==> config.mk <==
export PLATFORM = sky130hd
export DESIGN_NAME = id_regfile
export DESIGN_NICKNAME = d
export VERILOG_FILES = /design/src/rtl/cpu_pkg.sv /design/src/rtl/regfile_rdport.sv /design/src/rtl/id_regfile.sv
export SDC_FILE = /design/constraint.sdc
export NUM_CORES = 2
export LEC_CHECK = 0
export ABC_AREA = 0
export BUFFER_PORTS_ARGS = -buffer_cell sky130_fd_sc_hd__buf_2
export CAP_MARGIN = 0
export CORE_UTILIZATION = 40
export DETAILED_ROUTE_END_ITERATION = 16
export PLACE_DENSITY = 0.58
export SLEW_MARGIN = 20
export SYNTH_ARGS = -nofsm -noshare
export SYNTH_HDL_FRONTEND = slang
export SYNTH_SLANG_ARGS = --single-unit
==> constraint.sdc <==
create_clock -name clk -period 121.6 [get_ports clk]
set_clock_uncertainty 0.2 [all_clocks]
set_input_delay 24.32 -clock clk [delete_from_list [all_inputs] [get_ports clk]]
set_output_delay 24.32 -clock clk [all_outputs]
set_load 0.02 [all_outputs]
==> src/rtl/cpu_pkg.sv <==
// Shared CPU constants: register-file geometry and architectural register aliases.
package cpu_pkg;
    localparam int REG_ADDR_W = 5;
    localparam int DATA_W     = 32;

    localparam logic [REG_ADDR_W-1:0] REG_ZERO = 5'd0;
    localparam logic [REG_ADDR_W-1:0] R_SP     = 5'd29;
    localparam logic [REG_ADDR_W-1:0] R_RA     = 5'd31;
endpackage

==> src/rtl/regfile_rdport.sv <==
// One combinational register-file read port: r0 forced to zero, optional same-cycle write bypass.
module regfile_rdport #(
    parameter int DATA_W = 32,
    parameter int ADDR_W = 5,
    parameter bit BYPASS = 1'b1
) (
    input  logic              rst,
    input  logic [ADDR_W-1:0] addr,
    input  logic [DATA_W-1:0] stored,
    input  logic              we,
    input  logic [ADDR_W-1:0] waddr,
    input  logic [DATA_W-1:0] wdata,
    output logic [DATA_W-1:0] data
);
    always_comb begin
        data = '0;
        // Reset and r0 both read as zero; bypass must never override either.
        if (!rst && (addr != '0)) begin
            if (BYPASS && we && (waddr == addr)) begin
                data = wdata;
            end else begin
                data = stored;
            end
        end
    end
endmodule

==> src/rtl/id_regfile.sv <==
// ID-stage GPR file: write-back port from WR, two bypassed read ports, one raw debug port.
module id_regfile
    import cpu_pkg::*;
#(
    parameter int DATA_W = cpu_pkg::DATA_W,
    parameter int ADDR_W = cpu_pkg::REG_ADDR_W,
    parameter bit BYPASS = 1'b1
) (
    input  logic              clk,
    input  logic              rst,
    input  logic [ADDR_W-1:0] IDin_Ra,
    input  logic [ADDR_W-1:0] IDin_Rb,
    input  logic [DATA_W-1:0] IDin_RegDin,
    input  logic [ADDR_W-1:0] IDin_Rw,
    input  logic              IDin_RegWE,
    input  logic [ADDR_W-1:0] IDin_DbgAddr,
    output logic [DATA_W-1:0] IDout_BusA,
    output logic [DATA_W-1:0] IDout_BusB,
    output logic [DATA_W-1:0] IDout_DbgData
);
    localparam int NREG = 1 << ADDR_W;

    logic [DATA_W-1:0] regs_q [NREG];
    logic [DATA_W-1:0] regs_d [NREG];
    logic              wr_en;

    // r0 is never written, so its flop stays at the reset value of zero.
    assign wr_en = IDin_RegWE && (IDin_Rw != ADDR_W'(REG_ZERO));

    always_comb begin
        regs_d = regs_q;
        if (wr_en) begin
            regs_d[IDin_Rw] = IDin_RegDin;
        end
    end

    always_ff @(posedge clk or posedge rst) begin
        if (rst) begin
            for (int i = 0; i < NREG; i++) begin
                regs_q[i] <= '0;
            end
        end else begin
            regs_q <= regs_d;
        end
    end

    assign IDout_DbgData = rst ? '0 : regs_q[IDin_DbgAddr];

    regfile_rdport #(.DATA_W(DATA_W), .ADDR_W(ADDR_W), .BYPASS(BYPASS)) u_port_a (
        .rst    (rst),
        .addr   (IDin_Ra),
        .stored (regs_q[IDin_Ra]),
        .we     (IDin_RegWE),
        .waddr  (IDin_Rw),
        .wdata  (IDin_RegDin),
        .data   (IDout_BusA)
    );

    regfile_rdport #(.DATA_W(DATA_W), .ADDR_W(ADDR_W), .BYPASS(BYPASS)) u_port_b (
        .rst    (rst),
        .addr   (IDin_Rb),
        .stored (regs_q[IDin_Rb]),
        .we     (IDin_RegWE),
        .waddr  (IDin_Rw),
        .wdata  (IDin_RegDin),
        .data   (IDout_BusB)
    );
endmodule

After elaboration in Yosys (flattened, before gate mapping)
Index checks and enable logic that the tools add are counted.
{"block": "totals", "inputBits": 55, "ff_bits": 1024, "word_cells": 70, "output_inout_bits": 96}
{"block": "op_classes", "bitwise": 4, "mux": 17, "reduce_logical": 10, "n_lt_le_gt_ge": 5, "n_eq_ne": 2}
{"operator": "$bwmux 1024", "count": 1}
{"operator": "$bmux 32 s5", "count": 3}
{"operator": "$mux 32", "count": 12}
{"operator": "$demux 32 s5", "count": 1}
{"operator": "$ge 6x6->1 const B", "count": 4}
{"operator": "$not 5->6", "count": 4}
{"operator": "$reduce_bool 5->1", "count": 3}
{"operator": "$eq 5x5->1", "count": 2}
{"operator": "$logic_and 1x1->1", "count": 6}
{"operator": "$lt 6x1->1 const B", "count": 1}
{"operator": "$logic_not 1->1", "count": 1}

Longest topological paths before layout
{"block": "logic_depth", "depth_word": 6, "depth_mapped": 9, "ltp_nobuf": 5}

Cells and area by module
A second synthesis with hierarchy kept.
{"block": "unflattened", "cells_unflattened": 4017, "hier_area_um2": 63119.3}
{"module": "id_regfile", "area_each_um2": 61828.0, "seq_area_each_um2": 25624.6, "cells_per_inst": 3771, "n_inst": 1}
{"module": "regfile_rdport", "area_each_um2": 645.6, "seq_area_each_um2": 0.0, "cells_per_inst": 123, "n_inst": 2}

Worst setup path before layout
No wires, ideal clock.
{"block": "synth_timing", "path_kind": "input port to output port", "from": "in rst", "to": "out IDout_BusA[11]", "arrival_time_ns": 49.575, "path_slack_ns": 47.505, "cell_stages": 6, "n_path_buf": 2, "path_cell_list": "clkbuf_1 inv_1 o311ai_2 buf_2 a21oi_1 a211o_1"}
{"block": "synth_between", "elab_chain_cells": 3}
{"element": "start: declaration", "line_no": "id_regfile.sv:10", "source": "input logic rst,"}
{"element": "$logic_not 1->1", "line_no": "regfile_rdport.sv:18", "source": "if (!rst && (addr != '0)) begin"}
{"element": "$logic_and 1x1->1", "line_no": "regfile_rdport.sv:18"}
{"element": "$mux 32", "line_no": "regfile_rdport.sv:18"}
{"element": "end: declaration", "line_no": "id_regfile.sv:17", "source": "output logic [DATA_W-1:0] IDout_BusA,"}
No other way between the ends.

Final worst setup path
{"block": "layout_timing", "from": "in IDin_DbgAddr[0]", "to": "out IDout_DbgData[31]"}
{"block": "layout_between", "elab_chain_cells": 5}
{"element": "start: declaration", "line_no": "id_regfile.sv:16", "source": "input logic [ADDR_W-1:0] IDin_DbgAddr,"}
{"element": "$not 5->6 (not written as such)", "line_no": "id_regfile.sv:47", "source": "assign IDout_DbgData = rst ? '0 : regs_q[IDin_DbgAddr];"}
{"element": "$bmux 32 s5", "line_no": "id_regfile.sv:47"}
{"element": "$mux 32 (not written as such) (2 in a row)", "line_no": "id_regfile.sv:47"}
{"element": "$mux 32", "line_no": "id_regfile.sv:47"}
{"element": "end: declaration", "line_no": "id_regfile.sv:19", "source": "output logic [DATA_W-1:0] IDout_DbgData"}
No other way between the ends. The select of a mux whose other input is x is not followed.

==> impl_metrics.py <==
metrics = {
    "worst_setup_path": {
        "reg2reg_slack_ps": 120570,
        "reg2reg_depth": 1,
        "crit_fanout": 62,
        "crit_end": "IDout_DbgData[31]",
        "cp.arrival_ps": 28960,
        "rr_endpoint": "regs_q[735]$_DFFE_PP0P_",
        "critical_path_class": "primary input to output port",
        "crit_start": "IDin_DbgAddr[0]",
        "cp_data_required_time_ps": 97080,
        "end_kind": "output port",
        "rr_startpoint": "regs_q[735]$_DFFE_PP0P_",
        "start_kind": "primary input",
    },
    "power": {
        "cellPowerDensity_nw_per_um2": 15.75,
        "power_w": 0.001095,
        "power_leakage_nw": 29.39,
        "ir_drop_mv": 0.01215,
    },
    "timing": {
        "finalHoldViolCount": 0,
        "finalSetupViolCount": 0,
        "fin_ws_ps": 68120,
        "maxSlewHeadroom_pct": 21.66,
        "fin_tns_setup_ps": 0,
        "rsz0062_at_grt": "no",
        "tightest_slew_ps": 1175,
        "max_freq_ghz": 0.01870,
        "min_period_over_period_pct": 43.98,
        "min_period_ps": 53480,
        "drv_slew": 0,
        "worst_hold_slack_ps": 213.7,
    },
    "die": {
        "fp.coreArea_um2": 158400,
        "dieArea_um2": 161200,
        "chipWidth_um": 401.5,
        "ios": 151,
        "die_y_um": 401.5,
        "initial_utilization_pct": 40.31,
        "placementRows": 146,
    },
    "outcome": {
        "outcome": "finished, final reports clean",
    },
    "detailed_routing": {
        "vias_per_cell": 6.791,
        "routed_wl_um": 224900,
        "drc_errors": 0,
        "ant_nets": 0,
        "first_pass_iters": 5,
        "vias": 43740,
        "drt_iter0_markers": 4660,
        "wire_per_inst_um": 34.92,
    },
    "logic_synthesis": {
        "avgSynthCellArea_um2": 14.32,
        "yosys.cell_types.count": 49,
        "ys_async_sr_fraction_pct": 100.0,
        "yosys_warnings": 0,
        "syn_area_um2": 63840,
        "yosysSeqAreaShare_pct": 40.14,
        "ys.flop_type": "dfrtp_1",
        "synth-edff-count": 0,
        "synthCells": 4457,
        "syn_nets": 4512,
        "ys_ff_latch": 1024,
    },
    "cells_and_area": {
        "top_register": "regs_q",
        "fillCellCount": 14260,
        "syn_to_final_growth_pct": 8.925,
        "drive_above_1_share_pct": 48.24,
        "nets": 4331,
        "mostFrequentLayoutCell": "dfrtp_1",
        "largest_register_ffs": 1024,
        "layout_common_cells": "dfrtp_1 (1024), mux2_2 (976), mux4_2 (642)",
        "design_area_um2": 69540,
        "reg_top3": "regs_q: 1024 flops",
    },
    "placement": {
        "placement.cell_area_um2": 65630,
        "gp_congestion": 0.8004,
        "pre_cts_slack_ps": 67980,
        "hpwl_um": 124000,
        "io_buffers": 150,
    },
    "hold_path": {
        "holdCritPathClass": "flip-flop to flip-flop",
    },
    "clocking": {
        "postCtsSetupBuffers": 0,
        "cts_root_buf": "clkbuf_16",
        "cts_resized": 0,
        "clkSinkCount": 1024,
        "cts_hold_buffers": 0,
        "clockBufferDepth": 3,
        "cts_tree": "done",
        "numCtsBuffers": 116,
        "clock_latency_ps": 770,
        "htree_levels": 3,
        "clk_pin_slew_ps": 50,
    },
    "global_routing": {
        "grt_overflow": 0,
        "grt.total_usage_pct": 27.76,
        "grt_antenna_before_repair": 20,
        "first_global_vias": 43850,
        "grt_pass1_wl_um": 324900,
        "grt_max_degree": 157,
    },
    "job": {
        "cap_viol_max_count": 0,
    },
}
-- Yosys cell counts, types with 4 or more instances --
cell type     n  area share, %
a311oi_1     30           0.41
a211oi_2     10           0.20
buf_2       211            1.7
nand3_1       8          0.063
nor2_1       54           0.32
buf_8         4          0.094
a22oi_1      66           0.78
a211o_1      31           0.43
buf_6        33           0.58
a21oi_1      33           0.26
o21ai_1      34           0.27
dfrtp_1    1024             40
nor3_1       39           0.31
nor2b_1      66           0.65
a221oi_1    125            1.7
xnor2_1       9           0.12
inv_1         6          0.035
a22o_1       32           0.44
nor3b_1       4          0.047
o22ai_1      32           0.31
a211oi_1     82           0.96
buf_1        22           0.13
mux2_2      976             17
buf_4        39           0.46
a221o_1      31           0.49
mux2i_1     351            5.5
nand2_1      94           0.55
clkbuf_1    232            1.4
mux4_2      642             23
mux2_1       68            1.2
o21ai_0      44           0.34
-- metal layers --
metal  vias up  share of wire, %  GRT usage [%]
met1     23860                42          39.27
met4        20               3.5          8.953
met2      2013                45          41.87
li1      17420                 -              -
met3       427               8.9          6.724
met5         -             0.052              0
-- power by group --
| group | internal, W | switching [W] | total, W |
|---|---|---|---|
| registers | 0.000406 | 0.0000620 | 0.000468 |
| clock network | 0.000212 | 0.000152 | 0.000364 |
| logic | 0.000152 | 0.000112 | 0.000263 |
-- cell families after synthesis --
kind of cell	count (synthesis)	share of synthesized area, %
xor gates and xnor gates	10	0.1372
buffers and inverters	549	4.335
and+or+nand+nor	280	2.099
DFF	1024	40.14
muxes	2037	46.57
AOI/OAI and AO/OA	557	6.726
-- cell type report --
class                           instances  area [µm²]  area share (%)
Sequential cell                      1024       25620           36.85
Timing Repair Buffer                  243        1627           2.339
Tap cell                             2072        2592           3.728
Antenna cell                            1       2.502        0.003598
Clock inverter                         32       411.6          0.5920
Clock buffer                          178        3467           4.986
Inverter                                7       36.28         0.05218
Multi-Input combinational cell       2884       35780           51.45
-- worst max-delay path: stages --
cell     delay [ps]
buf_8           580
buf_4           900
buf_4           690
buf_4           810
mux4_2          360
mux2_2          160
o22ai_1          90
nor3_1          680
buf_2           300
-- metrics by stage --
stage	utilization [%]	std cells
6_report	43.91	6441
5_1_grt	43.91	6440
4_1_cts	43.89	6439
3_5_place_dp	41.44	6229
3_3_place_gp	41.43	6229
2_1_floorplan	-	4457
-- how the worst min path moves through the flow --
stage / endpoint / start / slack [ps] / depth (start not counted)
floorplan: regs_q[1000]$_DFFE_PP0P_ / regs_q[1000]$_DFFE_PP0P_ / 260 / 1
global placement: regs_q[1023]$_DFFE_PP0P_ / regs_q[1023]$_DFFE_PP0P_ / 200 / 0
detailed placement: regs_q[1023]$_DFFE_PP0P_ / regs_q[1023]$_DFFE_PP0P_ / 200 / 0
CTS: regs_q[1023]$_DFFE_PP0P_ / regs_q[1023]$_DFFE_PP0P_ / 220 / 0
global route: regs_q[1010]$_DFFE_PP0P_ / regs_q[1010]$_DFFE_PP0P_ / 230 / 0
finish: regs_q[995]$_DFFE_PP0P_ / regs_q[995]$_DFFE_PP0P_ / 210 / 0
No activity file was read; power rests on OpenSTA's default activity.
